<file path="config.mk">
export PLATFORM = sky130hd
export DESIGN_NAME = pool2_stream_flat
export DESIGN_NICKNAME = d
export VERILOG_FILES = /design/src/rtl/cnn_pkg.sv /design/src/rtl/pool2_stream_if.sv /design/src/rtl/pool2_combine.sv /design/src/rtl/pool2_stream.sv /design/src/flat_wrapper.sv
export SDC_FILE = /design/constraint.sdc
export NUM_CORES = 1
export LEC_CHECK = 0
export ABC_AREA = 1
export CAP_MARGIN = 20
export CORE_ASPECT_RATIO = 0.8
export CORE_MARGIN = 8
export CORE_UTILIZATION = 35
export CTS_CLUSTER_DIAMETER = 40
export DETAILED_ROUTE_END_ITERATION = 6
export GPL_ROUTABILITY_DRIVEN = 0
export PLACE_DENSITY = 0.63
export SYNTH_ARGS = -nofsm -noshare
export SYNTH_HDL_FRONTEND = slang
export SYNTH_SLANG_ARGS = --single-unit
</file>
<file path="constraint.sdc">
create_clock -name clk -period 3.8 [get_ports clk]
set_clock_uncertainty 0.05 [all_clocks]
set_input_delay 0.95 -clock clk [delete_from_list [all_inputs] [get_ports clk]]
set_output_delay 0.95 -clock clk [all_outputs]
set_load 0.02 [all_outputs]
</file>
<file path="src/rtl/cnn_pkg.sv">
// Shared types and defaults for the CNN pooling stage.
package cnn_pkg;

   localparam int BW_DEF = 8;

   typedef enum logic [1:0] {
      POOL_MAX  = 2'b00,
      POOL_AVG  = 2'b01,
      POOL_NAND = 2'b10,
      POOL_MIN  = 2'b11
   } pool_mode_e;

   // Horizontal stage builds a partial from two pixels of one row;
   // vertical stage merges a stored partial with the current one.
   typedef enum logic {
      STAGE_HORIZ = 1'b0,
      STAGE_VERT  = 1'b1
   } pool_stage_e;

endpackage

</file>
<file path="src/rtl/pool2_stream_if.sv">
// Pixel-in / pooled-pixel-out stream bundle for pool2_stream.
//
// Handshake: on each side a transfer happens on a rising clk edge where
// valid && ready. A source holding valid keeps data (and last) stable until
// the transfer. ready may depend combinationally on the sink's own state,
// never on the source's valid.
interface pool2_stream_if #(parameter int BW = 8);

   logic          in_valid;
   logic          in_ready;
   logic [BW-1:0] in_data;
   logic          out_valid;
   logic          out_ready;
   logic [BW-1:0] out_data;
   logic          out_last;

   modport slave (
      input  in_valid, in_data, out_ready,
      output in_ready, out_valid, out_data, out_last
   );

   modport master (
      output in_valid, in_data, out_ready,
      input  in_ready, out_valid, out_data, out_last
   );

endinterface

</file>
<file path="src/rtl/pool2_combine.sv">
// Combinational pooling operator shared by the horizontal and vertical stages.
// Operands are BW+1 bits so the horizontal average sum fits unmodified.
module pool2_combine
   import cnn_pkg::*;
#(
   parameter int BW = BW_DEF
) (
   input  pool_mode_e  mode,
   input  pool_stage_e stage,
   input  logic [BW:0] a,
   input  logic [BW:0] b,
   output logic [BW:0] y
);

   logic [BW+1:0] sum;
   logic          lsb_and;

   assign sum     = {1'b0, a} + {1'b0, b};
   assign lsb_and = a[0] & b[0];

   // Select the operator result for the current mode and stage.
   always_comb begin
      y = '0;
      case (mode)
         POOL_MAX:  y = (a > b) ? a : b;
         POOL_MIN:  y = (a < b) ? a : b;
         POOL_AVG:  y = (stage == STAGE_HORIZ) ? sum[BW:0] : {1'b0, sum[BW+1:2]};
         POOL_NAND: y = (stage == STAGE_HORIZ) ? {{BW{1'b0}}, lsb_and}
                                               : {{BW{1'b0}}, ~lsb_and};
         default:   y = '0;
      endcase
   end

endmodule

</file>
<file path="src/rtl/pool2_stream.sv">
// Streaming 2x2 / stride-2 pooler. Pixels arrive in raster order; even rows
// park horizontal partials in a half-width line buffer, odd rows merge them
// and load a one-entry output register.
module pool2_stream
   import cnn_pkg::*;
#(
   parameter int BW    = BW_DEF,
   parameter int IMG_W = 8,
   parameter int IMG_H = 8
) (
   input  logic           clk,
   input  logic           rst,
   input  logic [1:0]     mode,
   output logic           busy,
   pool2_stream_if.slave  s
);

   localparam int CW = (IMG_W > 2) ? $clog2(IMG_W) : 1;
   localparam int RW = (IMG_H > 2) ? $clog2(IMG_H) : 1;
   localparam int LD = IMG_W / 2;
   localparam int LW = (LD > 1) ? $clog2(LD) : 1;

   if (IMG_W < 2 || (IMG_W % 2) != 0) begin : g_bad_w
      $error("pool2_stream: IMG_W must be even and >= 2");
   end
   if (IMG_H < 2 || (IMG_H % 2) != 0) begin : g_bad_h
      $error("pool2_stream: IMG_H must be even and >= 2");
   end

   logic [CW-1:0] col;
   logic [RW-1:0] row;
   pool_mode_e    mode_q;
   logic [BW-1:0] hold;
   logic [BW:0]   lb [LD];
   logic [LW-1:0] lb_idx;
   logic [BW:0]   partial;
   logic [BW:0]   result;
   logic          accept;
   logic          col_last;
   logic          row_last;
   logic          frame_start;
   logic          out_load;
   logic          last_taken;

   assign s.in_ready  = !s.out_valid || s.out_ready;
   assign accept      = s.in_valid && s.in_ready;
   assign col_last    = (col == CW'(IMG_W - 1));
   assign row_last    = (row == RW'(IMG_H - 1));
   assign frame_start = (col == '0) && (row == '0);
   assign lb_idx      = LW'(col >> 1);
   assign out_load    = accept && row[0] && col[0];
   assign last_taken  = s.out_valid && s.out_ready && s.out_last;

   pool2_combine #(.BW(BW)) u_horiz (
      .mode  (mode_q),
      .stage (STAGE_HORIZ),
      .a     ({1'b0, hold}),
      .b     ({1'b0, s.in_data}),
      .y     (partial)
   );

   pool2_combine #(.BW(BW)) u_vert (
      .mode  (mode_q),
      .stage (STAGE_VERT),
      .a     (lb[lb_idx]),
      .b     (partial),
      .y     (result)
   );

   // Raster position counters; both wrap straight into the next frame.
   always_ff @(posedge clk) begin
      if (!rst) begin
         col <= '0;
         row <= '0;
      end else if (accept) begin
         if (col_last) begin
            col <= '0;
            row <= row_last ? '0 : row + 1'b1;
         end else begin
            col <= col + 1'b1;
         end
      end
   end

   // Mode is latched once per frame on the first pixel.
   always_ff @(posedge clk) begin
      if (!rst) begin
         mode_q <= POOL_MAX;
      end else if (accept && frame_start) begin
         mode_q <= pool_mode_e'(mode);
      end
   end

   // Even-column pixel waits here for its odd-column neighbour.
   always_ff @(posedge clk) begin
      if (!rst) begin
         hold <= '0;
      end else if (accept && !col[0]) begin
         hold <= s.in_data;
      end
   end

   // Even-row partials; always rewritten before the odd row reads them.
   always_ff @(posedge clk) begin
      if (accept && !row[0] && col[0]) begin
         lb[lb_idx] <= partial;
      end
   end

   // One-entry output register; a new load may coincide with a take.
   always_ff @(posedge clk) begin
      if (!rst) begin
         s.out_valid <= 1'b0;
         s.out_data  <= '0;
         s.out_last  <= 1'b0;
      end else if (out_load) begin
         s.out_valid <= 1'b1;
         s.out_data  <= result[BW-1:0];
         s.out_last  <= col_last && row_last;
      end else if (s.out_ready) begin
         s.out_valid <= 1'b0;
      end
   end

   // Frame-in-progress flag; a new frame start wins over the old frame's end.
   always_ff @(posedge clk) begin
      if (!rst) begin
         busy <= 1'b0;
      end else if (accept && frame_start) begin
         busy <= 1'b1;
      end else if (last_taken) begin
         busy <= 1'b0;
      end
   end

endmodule

</file>
<file path="src/flat_wrapper.sv">
// flat-port wrapper written by rule: the top's interface ports become plain ports
module pool2_stream_flat import cnn_pkg::*;
#(
   parameter int BW    = BW_DEF,
   parameter int IMG_W = 8,
   parameter int IMG_H = 8
)
  (clk, rst, mode, busy, s_in_valid, s_in_data, s_out_ready, s_in_ready, s_out_valid, s_out_data, s_out_last);
  pool2_stream_if #(.BW(BW)) s_i ();
  input  logic clk;
  input  logic rst;
  input  logic [1:0] mode;
  output logic busy;
  input wire logic [$bits(s_i.in_valid)-1:0] s_in_valid;
  input wire logic [$bits(s_i.in_data)-1:0] s_in_data;
  input wire logic [$bits(s_i.out_ready)-1:0] s_out_ready;
  output wire logic [$bits(s_i.in_ready)-1:0] s_in_ready;
  output wire logic [$bits(s_i.out_valid)-1:0] s_out_valid;
  output wire logic [$bits(s_i.out_data)-1:0] s_out_data;
  output wire logic [$bits(s_i.out_last)-1:0] s_out_last;
  assign s_i.in_valid = s_in_valid;
  assign s_i.in_data = s_in_data;
  assign s_i.out_ready = s_out_ready;
  assign s_in_ready = s_i.in_ready;
  assign s_out_valid = s_i.out_valid;
  assign s_out_data = s_i.out_data;
  assign s_out_last = s_i.out_last;
  pool2_stream #(.BW(BW), .IMG_W(IMG_W), .IMG_H(IMG_H)) u_core (.clk(clk), .rst(rst), .mode(mode), .busy(busy), .s(s_i));
endmodule
</file>
==> results.txt <==
Synth Flop Type -> edfxtp_1
Drt drc -> 0
Max Clock Freq -> 0.264 GHz
Worst-path cell chain -> buf_4 > inv_4 > ha_4 > nand2_4 > nor3_4 > buf_4 > nand4_4 > nand2_4 > nand2_2 > o21ai_1 > nand2_1 > nand2_2 > inv_2 > ha_4 > nand2_4 > nor2_4 > nand3_2 > o211ai_4 > nand2_4 > or2_1 > nand3_1 > nand2_1 > nor2_2 > nor2_1
IO Count -> 26
Die Ht -> 117 µm
Antenna violations before repair -> 0
Synth unique cells -> 41
Antenna cell count -> 0
Final Util -> 53.1%
Outcome -> completed
Cell area after layout -> 0.00671 mm²
Crit path arrival time -> 3.96 ns
Core area -> 0.0126 mm²
Setup violators final -> 0
CP most frequent cell -> nand2_4
Simple-gate area share of the yosys netlist -> 27.1%
Die area -> 0.0167 mm²
Delay of the slowest critical-path stage -> 0.31 ns
Slowest CP cell -> o211ai_4
Final hold vios -> 0
TritonCTS Buffers -> 9
Tot GR Track Use -> 16.5%
Syn avg cell area -> 7.52 µm²
Die Wd -> 142 µm
Detailed Route Iter0 Violations -> 346
CTS sink count -> 65
Largest family of logic cells by synthesized area -> simple AND/OR/NAND/NOR gates
Register area share after synthesis -> 37.2%
CTS H-Tree Depth -> 3
Min cycle time layout -> 3.78 ns
Crit end category -> flop
Number of synthesized flops with an enable pin -> 36
CTS tree -> built
CTS Buffer Depth -> 2
CP required -> 3.98 ns
Asr flop ratio synth -> 0%
Synth Area in Compound Gates -> 14.2%
Hold_buf cts -> 0
Synth Cell Area -> 0.00447 mm²
Period utilisation layout -> 99.5%
Yosys reg bits -> 65
Vias/cell -> 4.95
Slew headroom -> 58.6%
Syn. warnings -> 0
Layout cells sized above 1 -> 34.9%
Filler cells -> 1107
RSZ-0062 raised after global routing -> true
Syn nets -> 649
Clock Latency Late Sink -> 0.34 ns
# rows -> 37
Crit Path Category -> input pin to flop
Overflow after GRT -> 0
Largest net degree at the start of global routing -> 22
Detailed Routing Iterations Pass 1 -> 6
Vias in the first global route -> 4449
Most frequent cells in the layout -> buf_4, nand2_1, inv_1, nand3_1, nor2_1
Final #Nets -> 806
VDD IR max -> 0.338 mV
Routed len/inst -> 14.7 µm
Vias -> 4609
I/O Buffers -> 25
XOR/XNOR Fraction of Synth Area -> 0%
Critical Path Start Type -> input pin
Max_cap viols -> 0
Worst Tran Pin Value -> 0.622 ns
Setup TNS -> 0 ns
Post-Place Cell Area -> 0.00571 mm²
Most common cell after layout, fill and taps aside -> buf_4
Leak -> 3.07 nW
HPWL Detailed -> 9530 µm
Maximum fanout along the worst path -> 5
PwrDens -> 436 mW/mm²
Worst-path clk slew -> 0.06 ns
Fin. max-slew vios -> 0
Antenna Nets Post-Route -> 0
Mux cell area share after synthesis -> 0%
HP Class -> flop to flop
Area growth, synth to finish -> 50.2%
CTS Root Cell -> clkbuf_16
Cell count after synthesis -> 594
Starting Density -> 35.3%
First-pass GRT wire length -> 21600 µm
Routed WL -> 13700 µm
Adder-cell share of the synthesized area -> 11.7%
==> per-layer routing <==
metal	vias up	share of wire, %	global-route usage [%]	wire length [µm]
met3	21	5.7	3.77	778
li1	2305	-	-	-
met2	117	46	26.5	6250
met1	2166	47	21.7	6410
met4	0	1.6	5.35	218
met5	-	0	0	0
==> cell families after synthesis <==
kind of cell / Yosys count
simple gates: 269
compound gates: 113
buf+inv: 106
flops: 65
fa+ha+maj: 41
==> cell type report <==
type / count / area, µm² / area share, %
clock inverter: 7 / 100 / 1.49
clock buffer: 9 / 225 / 3.36
sequential: 65 / 1660 / 24.8
inverter: 92 / 368 / 5.48
multi-input combinational: 427 / 2860 / 42.7
timing repair buffer: 156 / 1270 / 19.0
tap: 175 / 219 / 3.26
==> final timing paths <==
check / from / to / slack (ns) / depth (start not counted)
max: s_in_data[6] / u_core.s.out_data[4] / 0.02 / 24
min: u_core.row[1] / u_core.row[1] / 0.44 / 2
max reg2reg: u_core.hold[0] / u_core.s.out_data[4] / 0.33 / 23
min reg2reg: u_core.row[1] / u_core.row[1] / 0.44 / 2
==> synthesized netlist by cell type (3+ instances only) <==
cell type  number  area share (%)
o21ai_0        52             5.8
nor3_1          5            0.56
nand2_1       116             9.8
a21oi_1        35             3.9
inv_1          90             7.6
nor2_1         54             4.5
dfxtp_1        29              13
buf_6           4             1.0
buf_2           4            0.45
nand2_4         4             1.0
nand2_2         7            0.98
ha_1           40              11
nand3_1        67             7.5
or2_1           3            0.42
clkbuf_1        5            0.42
edfxtp_1       36              24
o21a_1          5            0.84
nand4_1         4            0.56
o22ai_1         8             1.1
==> stage by stage <==
step	std cells	hold WS, ns	total power [mW]	worst slack [ns]
floorplan	594	0.411	1.36	-0.0991
global placement	873	0.412	1.72	-0.938
detailed placement	873	0.429	1.74	-0.988
CTS	914	0.437	2.79	0.00263
global route	931	0.462	3.08	-0.0994
finish	931	0.436	2.92	0.0175
==> worst max-delay path: cells and delay by family <==
kind,cells,cell delay (ns)
buffers and inverters,4,0.33
AO/OA/AOI/OAI,2,0.38
adder cells (fa/ha/maj),2,0.54
AND/OR/NAND/NOR,16,1.75
==> flip-flops by register name, indices dropped and copies added, names as in the netlist, 2 cells and up, named ones only <==
signal / flops
u_core.s.out_data: 8
u_core.col: 3
u_core.hold: 8
u_core.mode_q: 2
u_core.row: 3
u_core.lb: 36
==> timing repair <==
item                       in CTS  in global routing
buffers inserted               21                 18
pin swaps                      29                 47
setup endpoints to repair       8                  8
resized for setup              69                 70
gates cloned                    4                  0
==> power by group <==
group / total [mW] / switching [mW] / internal (mW)
Clock: 0.907 / 0.328 / 0.579
Sequential: 0.809 / 0.0238 / 0.785
Combinational: 1.21 / 0.633 / 0.576
Total: 2.92 / 0.985 / 1.94
(Power assumes the default switching activity.)
